### src/rtl/lut_pkg.sv
// Shared types and constants for the writable branch-target LUT.
// The default table reproduces the Program1 contents so legacy programs run unchanged.
package lut_pkg;

    localparam int DEF_IDX_W = 6;
    localparam int DEF_PC_W  = 7;

    typedef enum logic [0:0] {
        IDLE  = 1'b0,
        CLEAR = 1'b1
    } lut_state_e;

    // Returns {valid, target} for the reset contents of entry idx.
    function automatic logic [DEF_PC_W:0] default_entry(input int unsigned idx);
        logic [DEF_PC_W:0] e;
        case (idx)
            0:       e = {1'b1, 7'd15};
            1:       e = {1'b1, 7'd15};
            2:       e = {1'b1, 7'd18};
            3:       e = {1'b1, 7'd26};
            4:       e = {1'b1, 7'd26};
            5:       e = {1'b1, 7'd19};
            default: e = '0;
        endcase
        return e;
    endfunction

endpackage

### src/rtl/lut_clear_fsm.sv
// Invalidate-sweep controller: walks every entry once, one per cycle, emitting a clear strobe.
// The counter carries an extra bit so the terminal compare never aliases for tiny IDX_W.
module lut_clear_fsm
    import lut_pkg::*;
#(
    parameter int IDX_W = DEF_IDX_W
) (
    input  logic             clk,
    input  logic             rst,
    input  logic             start,
    output lut_state_e       state,
    output logic             busy,
    output logic             clr_stb,
    output logic [IDX_W-1:0] clr_idx
);

    localparam int             DEPTH = 2 ** IDX_W;
    localparam logic [IDX_W:0] LAST  = (IDX_W + 1)'(DEPTH - 1);

    lut_state_e     state_q, state_d;
    logic [IDX_W:0] cnt_q, cnt_d;
    logic           busy_q, busy_d;

    always_comb begin
        state_d = state_q;
        cnt_d   = cnt_q;
        busy_d  = busy_q;
        case (state_q)
            IDLE: begin
                if (start) begin
                    state_d = CLEAR;
                    cnt_d   = '0;
                    busy_d  = 1'b1;
                end
            end
            CLEAR: begin
                if (cnt_q == LAST) begin
                    state_d = IDLE;
                    cnt_d   = '0;
                    busy_d  = 1'b0;
                end else begin
                    cnt_d = cnt_q + 1'b1;
                end
            end
            default: begin
                state_d = IDLE;
                cnt_d   = '0;
                busy_d  = 1'b0;
            end
        endcase
    end

    always_ff @(posedge clk or posedge rst) begin
        if (rst) begin
            state_q <= IDLE;
            cnt_q   <= '0;
            busy_q  <= 1'b0;
        end else begin
            state_q <= state_d;
            cnt_q   <= cnt_d;
            busy_q  <= busy_d;
        end
    end

    assign state   = state_q;
    assign busy    = busy_q;
    assign clr_stb = (state_q == CLEAR);
    assign clr_idx = cnt_q[IDX_W-1:0];

endmodule

### src/rtl/branch_lut_rw.sv
// Writable branch-index -> PC-target table with valid bits, sticky lock and clear sweep.
// Read path is write-first: a same-index write in the read cycle is bypassed to the result.
module branch_lut_rw
    import lut_pkg::*;
#(
    parameter int IDX_W   = DEF_IDX_W,
    parameter int PC_W    = DEF_PC_W,
    parameter bit REG_OUT = 1'b1
) (
    input  logic             clk,
    input  logic             reset,
    input  logic             rd_en,
    input  logic [IDX_W-1:0] rd_index,
    output logic             rd_valid,
    output logic [PC_W-1:0]  rd_target,
    output logic             rd_hit,
    input  logic             wr_en,
    input  logic [IDX_W-1:0] wr_index,
    input  logic [PC_W-1:0]  wr_target,
    output logic             wr_err,
    input  logic             lock,
    output logic             locked,
    input  logic             clr,
    output logic             busy
);

    localparam int DEPTH = 2 ** IDX_W;

    logic [PC_W-1:0]  target_q [DEPTH];
    logic [PC_W-1:0]  target_d [DEPTH];
    logic [PC_W-1:0]  def_tgt  [DEPTH];
    logic [DEPTH-1:0] valid_q, valid_d, def_vld;
    logic             locked_q, locked_d;
    logic             wr_err_q, wr_err_d;

    lut_state_e       fsm_state;
    logic             clr_stb;
    logic [IDX_W-1:0] clr_idx;
    logic             fsm_idle, clr_start, wr_acc;
    logic             lk_hit;
    logic [PC_W-1:0]  lk_tgt;

    for (genvar g = 0; g < DEPTH; g++) begin : g_def
        localparam logic [DEF_PC_W:0] E = default_entry(g);
        assign def_tgt[g] = PC_W'(E[DEF_PC_W-1:0]);
        assign def_vld[g] = E[DEF_PC_W];
    end

    // A clr that starts a sweep takes priority over a write in the same cycle.
    assign fsm_idle  = (fsm_state == IDLE);
    assign clr_start = clr & ~locked_q & fsm_idle;
    assign wr_acc    = wr_en & ~locked_q & fsm_idle & ~clr;

    lut_clear_fsm #(.IDX_W(IDX_W)) u_clear_fsm (
        .clk     (clk),
        .rst     (reset),
        .start   (clr_start),
        .state   (fsm_state),
        .busy    (busy),
        .clr_stb (clr_stb),
        .clr_idx (clr_idx)
    );

    always_comb begin
        target_d = target_q;
        valid_d  = valid_q;
        if (wr_acc) begin
            target_d[wr_index] = wr_target;
            valid_d[wr_index]  = 1'b1;
        end
        if (clr_stb) begin
            valid_d[clr_idx] = 1'b0;
        end
        locked_d = locked_q | lock;
        wr_err_d = wr_en & ~wr_acc;
    end

    always_ff @(posedge clk or posedge reset) begin
        if (reset) begin
            target_q <= def_tgt;
            valid_q  <= def_vld;
            locked_q <= 1'b0;
            wr_err_q <= 1'b0;
        end else begin
            target_q <= target_d;
            valid_q  <= valid_d;
            locked_q <= locked_d;
            wr_err_q <= wr_err_d;
        end
    end

    always_comb begin
        lk_hit = valid_q[rd_index];
        lk_tgt = lk_hit ? target_q[rd_index] : '0;
        if (wr_acc && (wr_index == rd_index)) begin
            lk_hit = 1'b1;
            lk_tgt = wr_target;
        end
    end

    if (REG_OUT) begin : g_reg_out
        logic            rd_valid_q, rd_valid_d;
        logic            rd_hit_q, rd_hit_d;
        logic [PC_W-1:0] rd_target_q, rd_target_d;

        always_comb begin
            rd_valid_d  = rd_en;
            rd_hit_d    = rd_en ? lk_hit : rd_hit_q;
            rd_target_d = rd_en ? lk_tgt : rd_target_q;
        end

        always_ff @(posedge clk or posedge reset) begin
            if (reset) begin
                rd_valid_q  <= 1'b0;
                rd_hit_q    <= 1'b0;
                rd_target_q <= '0;
            end else begin
                rd_valid_q  <= rd_valid_d;
                rd_hit_q    <= rd_hit_d;
                rd_target_q <= rd_target_d;
            end
        end

        assign rd_valid  = rd_valid_q;
        assign rd_hit    = rd_hit_q;
        assign rd_target = rd_target_q;
    end else begin : g_comb_out
        assign rd_valid  = rd_en;
        assign rd_hit    = lk_hit;
        assign rd_target = lk_tgt;
    end

    assign locked = locked_q;
    assign wr_err = wr_err_q;

endmodule

### config.mk
export PLATFORM = sky130hd
export DESIGN_NAME = branch_lut_rw
export DESIGN_NICKNAME = d
export VERILOG_FILES = /design/src/rtl/lut_pkg.sv /design/src/rtl/lut_clear_fsm.sv /design/src/rtl/branch_lut_rw.sv
export SDC_FILE = /design/constraint.sdc
export NUM_CORES = 1
export LEC_CHECK = 0
export ABC_AREA = 1
export CORE_MARGIN = 2
export CORE_UTILIZATION = 38
export DETAILED_ROUTE_END_ITERATION = 6
export GPL_ROUTABILITY_DRIVEN = 0
export PLACE_DENSITY = 0.6
export SLEW_MARGIN = 20
export SYNTH_ARGS = -nofsm -noshare
export SYNTH_HDL_FRONTEND = slang
export SYNTH_HIERARCHICAL = 1
export SYNTH_SLANG_ARGS = --single-unit
### constraint.sdc
create_clock -name clk -period 17.46 [get_ports clk]
set_input_delay 1.746 -clock clk [delete_from_list [all_inputs] [get_ports clk]]
set_output_delay 1.746 -clock clk [all_outputs]
set_load 0.1 [all_outputs]
### Word-level counts from Yosys, hierarchy flattened

Cells that the tools add are included.
W data, S select, Z words.

| word-level totals | value |
|---|---|
| word-level logic and storage cells | 133 |
| bits in read-only memories | 0 |
| input bits | 25 |
| RAM bits | 0 |
| memories | 0 |
| latch bits | 0 |
| register bits after elaboration | 532 |

| operators by class | value |
|---|---|
| shift-type cells | 0 |
| multiply operators | 0 |
| bitwise gates (word level) | 16 |
| eq/ne operators | 4 |
| div/mod/pow operators | 0 |
| reductions and logical operators | 5 |
| mux-type cells | 26 |
| add/sub/neg operators | 1 |
| order comparisons | 8 |

Operators by type and width:

| kind | number |
|---|---|
| $bwmux W448 | 1 |
| $mux W64 | 2 |
| $and A64 B64 Y64 | 1 |
| $not A64 Y64 | 1 |
| $or A64 B64 Y64 | 1 |
| $mux W7 | 7 |
| $bmux W7 S6 | 1 |
| $demux W7 S6 | 1 |
| $lt A6 B7 Y1 const B | 3 |
| $ge A7 B7 Y1 const B | 2 |
| $not A6 Y7 | 2 |
| $pmux W7 S2 | 1 |
| $demux W1 S6 | 2 |
| $ge A6 B1 Y1 const B | 2 |
| $mux W1 | 8 |
| $add A7 B1 Y7 const B | 1 |
| $eq A7 B6 Y1 const B | 1 |
| $lt A7 B1 Y1 const B | 1 |
| $and A1 B1 Y1 | 6 |
| $bmux W1 S6 | 1 |
| $eq A6 B6 Y1 | 1 |
| $logic_and A1 B1 Y1 | 4 |
| $not A1 Y1 | 4 |
| $pmux W1 S2 | 2 |
| other kinds (4) | 4 |

### Logic depth before layout (Yosys ltp)

Gate-level depths: netlist of run 1.

| logic depth | value |
|---|---|
| word-level depth | 8 |
| gate-level depth with buffers | 14 |
| mapped depth without buffers | 11 |

### Cells and area by module

The synthesis of run 1 kept the hierarchy.

By module, submodules not included:

| module | times used | seq. area each (um^2) | area an instance (um^2) | cells each |
|---|---|---|---|---|
| branch_lut_rw | 1 | 13,118.8 | 25,204.2 | 3,136 |
| lut_clear_fsm | 1 | 225.2 | 513.0 | 66 |

### Worst setup path after synthesis of run 1

Ideal clock, no wire load.

| timing path | value |
|---|---|
| kind | input-to-reg |
| start | input port rd_index[0] |
| end | register g_reg_out.rd_target_q[6], in the netlist rd_target[6] |
| buffers on the path | 3 |
| slack | 14.527 ns |
| cell stages on the path | 14 |
| arrival | 2.855 ns |
| data required time | 17.382 ns |
| path through | buf_6 -> inv_4 -> buf_6 -> buf_6 -> nand2_1 -> nand3_1 -> nand3_1 -> nand2_1 -> nand2_1 -> nand3_1 -> nand3_2 -> nand2_4 -> nand3_1 -> a21oi_1 |

| on the way | value |
|---|---|
| longest elaborated chain between the ends | 6 |

RTL lines:

| item | line | source |
|---|---|---|
| start, declared | branch_lut_rw.sv:13 | `input logic [IDX_W-1:0] rd_index,` |
| $not A6 Y7 (implied by the code) | branch_lut_rw.sv:94 | `lk_tgt = lk_hit ? target_q[rd_index] : '0;` |
| $bmux W7 S6 | branch_lut_rw.sv:94 |  |
| $mux W7 (implied by the code) (2 in a row) | branch_lut_rw.sv:94 |  |
| $mux W7 | branch_lut_rw.sv:94 |  |
| $mux W7 (*) | branch_lut_rw.sv:95 | `if (wr_acc && (wr_index == rd_index)) begin` |
| end signal, assigned | branch_lut_rw.sv:120 | `rd_target_q <= rd_target_d;` |
| end, declared | branch_lut_rw.sv:104 | `logic [PC_W-1:0] rd_target_q, rd_target_d;` |

Every way passes the cells marked *; elsewhere a longest branch is shown, timed or not. The select of a mux whose other input is x is not followed.
A chain may end at the register's enable or synchronous reset.

### Worst setup path in the final report of run 1

| timing path | value |
|---|---|
| start | input port rd_index[0] |
| end | register g_reg_out.rd_target_q[3], in the netlist rd_target[3] |

Same word-level chain as after synthesis.

==> results by group, run 1 <==
Critical path
  • CP Capture Type: flop
  • Max stage delay cell, worst path: buf_4
  • Cell mode on critical path: nand3_1
  • Worst-path cell chain: clkbuf_8, inv_8, buf_4, buf_4, nand2_1, nand3_1, nand3_1, nand2_1, nand2_1, nand3_1, nand3_2, nand2_4, nand3_1, a21oi_1
  • Critical Path RT: 18000 ps
  • R2R Setup Slk: 14910 ps
  • Slowest cell delay on critical path: 800 ps
  • CP Class: in -> reg
  • Worst setup SP type: input pin
  • Crit path arrival time: 5220 ps
  • Crit Path Max Fanout: 138

Global routing
  • Remaining Overflow, GRT: 0
  • First-pass GRT wire length: 121000 um
  • Gr usage total: 22.0%
  • Largest net degree at the start of global routing: 170
  • Vias in the first global route: 20300
  • Initial antenna violation count: 0

Placement
  • Post-place setup slack: 12200 ps
  • Number of buffers added on ports: 36
  • Placed Area: 0.0261 sq mm
  • Detail Placement HPWL: 44600 um

Clocking
  • CTS Hold Buffers Added: 0
  • TritonCTS clock tree: done
  • Setup repair bufs after CTS: 0
  • CTS Root Cell: clkbuf_16
  • CTS Buf Count: 57
  • H-tree Lvls: 2
  • Clk_lat worst skew: 620 ps
  • Clock tree buffer depth: 3
  • Clk sink count: 532
  • Resized cells post-CTS: 0
  • Clk slew on worst S/H paths: 60 ps

Synthesis
  • Sequential-to-total area share from yosys stat: 51.9%
  • Synth cell types: 39
  • Syn. warnings: 6
  • Netlist Area Pre-Place: 0.0257 sq mm
  • Syn_area_per_cell: 8.03 sq um
  • Syn_nets: 3228
  • Register bit total from synthesis: 532
  • Post-Synthesis Cells: 3202

Run
  • Max Cap Viol: 0

Timing
  • Finish-stage setup viols: 0
  • Final WS setup: 12780 ps
  • RSZ-0062 raised after global routing: false
  • Actual slew at the worst max-slew pin: 1170 ps
  • Slew Limit Headroom: 21.0%
  • Max Fclk: 0.214 GHz
  • Period Utilization, post-route: 26.8%
  • Hold WS: 475 ps
  • Fin. max-slew vios: 0
  • Clock skew: 13.4 ps
  • Fin crit period: 4680 ps
  • Setup tns final: 0 ps
  • Hold Vio Cnt, Final: 0

Floorplan
  • Core ar.: 0.0670 sq mm
  • Core Rows: 95
  • Io pins: 37
  • Die Y: 264 um
  • Initial Util: 38.4%
  • Die area: 0.0698 sq mm
  • Horiz. Die Dim: 264 um

Route
  • Wire per inst: 19.0 um
  • Initial DRC Count: 2219
  • Post-Route WL: 76300 um
  • Drt drc: 0
  • Antenna Nets Post-Route: 0
  • DR pass1 iterations: 6
  • Drt via density: 5.29
  • Vias post-DR: 21200

Cells and area
  • Final #Nets: 3117
  • Commonest non-fill, non-tap cells in the layout: 1130 x nand2_1, 507 x dfrtp_1, 447 x nand3_1, 220 x o21ai_0, 154 x o21ai_1
  • Most common cell after layout, fill and taps aside: nand2_1
  • Area Growth Syn to Fin: 9.12%
  • Share of cells above drive strength 1: 9.91%
  • Design Area, Final: 0.0281 sq mm

Outcome
  • Status: finished, final reports clean

Power
  • P_leak: 12.3 nW
  • Maximum vdd drop: 67.3 uV
  • PD cells: 98.7 mW/mm^2
  • Total chip power: 2.77 mW

Min path
  • HP Class: reg -> reg
-- state kept, by name, summed over array words and instances (netlist names) --
signal and flops:
target_q 448, u_clear_fsm/cnt_q 7, valid_q 64, locked 1
wr_err 1, u_clear_fsm/clr_stb 1, rd_valid 1, u_clear_fsm/busy 1
rd_target 7, rd_hit 1
-- final timing paths --
| path | start | endpoint | cells after the start |
|---|---|---|---|
| worst max-delay path | rd_index[0] | rd_target[3] | 14 |
| worst min-delay path | target_q[414] | target_q[414] | 2 |
| worst max register to register | u_clear_fsm/clr_stb | target_q[48] | 9 |
| worst min register to register | target_q[414] | target_q[414] | 2 |
| max in group asynchronous | reset | valid_q[20] | 4 |
| min in group asynchronous | reset | u_clear_fsm/cnt_q[3] | 2 |
-- synth_stat cells, drive strengths merged --
| cell type | n | share of area [%] |
|---|---|---|
| nand4 | 4 | 0.21 |
| nand2 | 1132 | 17 |
| o21bai | 2 | 0.058 |
| inv | 124 | 1.8 |
| nor4 | 6 | 0.15 |
| a22o | 1 | 0.034 |
| dfrtp | 507 | 49 |
| a31oi | 9 | 0.22 |
| a41oi | 2 | 0.068 |
| xnor2 | 3 | 0.10 |
| nor3 | 16 | 0.37 |
| ha | 1 | 0.049 |
| clkbuf | 70 | 1.0 |
| o21ai | 458 | 10 |
| xor2 | 2 | 0.068 |
| nand3 | 452 | 9.0 |
| clkinv | 1 | 0.034 |
| a21oi | 64 | 1.2 |
| o22ai | 1 | 0.024 |
| or2 | 1 | 0.024 |
| dfstp | 25 | 2.6 |
| buf | 164 | 4.4 |
| nor2 | 157 | 2.6 |
-- per-stage QoR --
step                utilization (%)  cells
detailed placement             38.9   3905
global route                   41.9   4011
global placement               38.9   3905
floorplan                         -   3202
finish                         41.9   4012
CTS                            41.9   4011
-- routing by layer --
layer	GRT usage [%]	wire, um	part of all wire [%]
met1	30.8	34700	45
met3	3.17	4270	5.6
met2	34.4	34600	45
met5	0	0	0
met4	8.55	2660	3.5
-- worst max-delay path: cells and delay by family --
family	cells	cell delay, ps
compound gates	1	150
buf+inv	4	2310
simple gates	9	890
-- kinds of logic (layout without fill, tap and decap cells) --
| kind of cell | Yosys count | in the layout | share of synthesized area, % |
|---|---|---|---|
| buffers and inverters | 359 | 295 | 7.26 |
| other | 0 | 1 | 0 |
| DFF | 532 | 532 | 51.9 |
| xor gates and xnor gates | 5 | 5 | 0.170 |
| and+or+nand+nor | 1768 | 1768 | 28.8 |
| adders and majority gates | 1 | 1 | 0.0486 |
| AOI/OAI and AO/OA | 537 | 537 | 11.8 |
-- layout make-up --
cell class / instances / area (sq um)
tap: 873 / 1090
timing repair buffer: 64 / 604
clock inverter: 21 / 268
inverter: 125 / 494
sequential: 532 / 13300
clock buffer: 85 / 1730
fill: 6853 / 39000
multi-input combinational: 2311 / 10500
antenna: 1 / 2.50
-- report_power, final --
part           total (mW)  internal, mW  switching (mW)
sequential           1.25          1.24          0.0155
combinational       0.224        0.0437           0.180
clock                1.29         0.773           0.519
No activity file was read; power rests on OpenSTA's default activity.
==> run 2: changes to the inputs <==
clock period = 3.9 ns   (was 17.46 ns; I/O delays follow)
==> run 2 against run 1 <==
Effect of this change: non-clock buffer count rose by 7; register-to-register slack got worse by 13000 ps; worst hold slack got worse by 380 ps; clock-buffer cell count grew 11; clock skew up 13 ps; wire length down 1.0%.
==> results by group, run 2 (synthesized netlist as in run 1, its figures left out) <==
Critical path
  • Delay-heaviest family, CP: buffers and inverters
  • Crit path arrival time: 2350 ps (-2870 ps)
  • Max stage delay cell, worst path: clkdlybuf4s50_1
  • WP buf/inv: 1 (-3)
  • CP Class: reg -> out
  • Worst setup SP type: flop
  • Crit Path Max Fanout: 2 (-99%)
  • Slowest cell delay on critical path: 1200 ps (+400 ps)
  • Worst-path cell chain: clkdlybuf4s50_1
  • Critical Path RT: 3510 ps (-14490 ps)
  • CP Capture Type: output pin

Global routing
  • Gr usage total: 21.8% (-0.19 points)
  • First-pass GRT wire length: 120000 um (-0.78%)
  • Largest net degree at the start of global routing: 170 (unchanged)
  • Vias in the first global route: 20200 (-0.34%)
  • Remaining Overflow, GRT: 0 (unchanged)
  • Initial antenna violation count: 0 (unchanged)

Timing
  • Slew Limit Headroom: 25.7% (+4.7 points)
  • Actual slew at the worst max-slew pin: 1110 ps (-65.8 ps)
  • Clock skew: 26.5 ps (+13.1 ps)
  • Max Fclk: 0.365 GHz
  • Fin crit period: 2740 ps
  • Fin. max-slew vios: 0 (unchanged)
  • Hold Vio Cnt, Final: 0 (unchanged)
  • Final WS setup: 1160 ps (-11620 ps)
  • Finish-stage setup viols: 0 (unchanged)
  • Period Utilization, post-route: 70.2%
  • RSZ-0062 raised after global routing: false

Clocking
  • Clk sink count: 532 (unchanged)
  • TritonCTS clock tree: done
  • H-tree Lvls: 2 (unchanged)
  • CTS Buf Count: 57 (unchanged)
  • Resized cells post-CTS: 0 (unchanged)
  • Clk_lat worst skew: 630 ps (about the same)
  • Clk slew on worst S/H paths: 60 ps (about the same)
  • CTS Hold Buffers Added: 0 (unchanged)
  • Setup repair bufs after CTS: 0 (unchanged)
  • CTS Root Cell: clkbuf_16
  • Clock tree buffer depth: 3 (unchanged)

Cells and area
  • Antenna diodes: 0 (-1)
  • Commonest non-fill, non-tap cells in the layout: 1130 x nand2_1, 507 x dfrtp_1, 447 x nand3_1, 220 x o21ai_0, 154 x o21ai_1
  • Final #Nets: 3124 (+0.22%)
  • Largest regs: target_q: 448 flops, valid_q: 64 flops
  • Max reg flops: 448 (unchanged)
  • Area Growth Syn to Fin: 9.29%
  • Share of cells above drive strength 1: 9.70% (-0.21 points)
  • Biggest register: target_q
  • Finished Layout Cells: 4018 (+0.15%)
  • Most common cell after layout, fill and taps aside: nand2_1
  • Fillers: 6847 (-0.088%)

Placement
  • Number of buffers added on ports: 36 (unchanged)
  • Placed cells: 3912 (+0.18%)
  • Post-place setup slack: 1050 ps (-11150 ps)
  • Detail Placement HPWL: 45600 um (+2.1%)

Power
  • Reg power frac: 46.7% (+1.4 points)
  • Maximum vdd drop: 304 uV (+350%)
  • Sw frac: 26.1% (+0.33 points)
  • PD cells: 427 mW/mm^2 (+330%)
  • Clock power frac: 44.7% (-1.9 points)
  • P_int: 8.87 mW (+330%)
  • P_leak: 12.3 nW (about the same)
  • Comb power frac: 8.6% (+0.5 points)
  • Psw: 3.14 mW (+340%)

Floorplan
  • Io pins: 37 (unchanged)
  • Initial Util: 38.4% (unchanged)
  • Core ar.: 0.0670 sq mm (unchanged)
  • Die area: 0.0698 sq mm (unchanged)
  • Core Rows: 95 (unchanged)
  • Horiz. Die Dim: 264 um (unchanged)
  • Die Y: 264 um (unchanged)

Route
  • Drt drc: 0 (unchanged)
  • Vias post-DR: 21300 (+0.55%)
  • DR pass1 iterations: 5 (-1)
  • Initial DRC Count: 2449 (+10%)
  • Antenna Nets Post-Route: 0 (unchanged)
  • Drt via density: 5.31 (+0.40%)
  • Post-Route WL: 75500 um (-1.0%)
  • Wire per inst: 18.8 um (-1.2%)

Min path
  • HP Class: in -> async

Run
  • Max Cap Viol: 0 (unchanged)

Outcome
  • Status: finished, final reports clean
run 2: routing by layer:
layer	up-vias	wire length (um)	GRT usage, %
li1	10200	-	-
met1	10300	34800	31.4
met2	629	33700	33.5
met3	131	4720	3.71
met4	0	2200	6.70
met5	-	0	0
run 2: worst reg2reg max path, stage by stage, from the launching register on:
cell      delay, ps
dfrtp_1         420
nor2_1          180
nand3_4         190
clkinv_4        180
nand3_2         350
nor2_1          360
inv_1           300
nand2_1         120
o21ai_0          90
run 2: final cells by class:
class | count | area [sq um] | share of cell area, %
inverter | 125 | 493 | 1.75
sequential | 532 | 13300 | 47.5
multi-input combinational | 2311 | 10500 | 37.4
clock inverter | 10 | 86.3 | 0.307
clock buffer | 96 | 1750 | 6.24
timing repair buffer | 71 | 820 | 2.92
tap | 873 | 1090 | 3.89
run 2: power groups by stage:
stage	clock, mW	sequential (mW)	combinational [mW]
after floorplan	0	5.75	0.622
after global placement	0	5.71	1.03
after detailed placement	0	5.71	1.02
after CTS	5.46	5.61	1.03
after global routing	5.67	5.62	1.12
final	5.37	5.61	1.03
run 2: final timing paths:
kind | start | endpoint | slack (ps) | cells after the start
max in group asynchronous | reset | target_q[430] | 2510 | 3
worst max register to register | locked | target_q[268] | 1600 | 8
worst max-delay path | rd_target[6] | rd_target[6] | 1160 | 1
min in group clk | lock | locked | 330 | 2
worst min-delay path | reset | target_q[244] | 100 | 2
worst min register to register | target_q[417] | target_q[417] | 470 | 2
run 2: through the flow:
stage	util [%]	total power, mW	TNS [ps]	area, sq um	hold WS (ps)
floorplan	-	6.37	-1820580	25700	218
global placement	39.2	6.74	0	26300	460
detailed placement	39.2	6.74	0	26300	464
CTS	41.9	12.1	0	28100	74.9
global route	41.9	12.4	0	28100	112
finish	41.9	12.0	0	28100	95.5
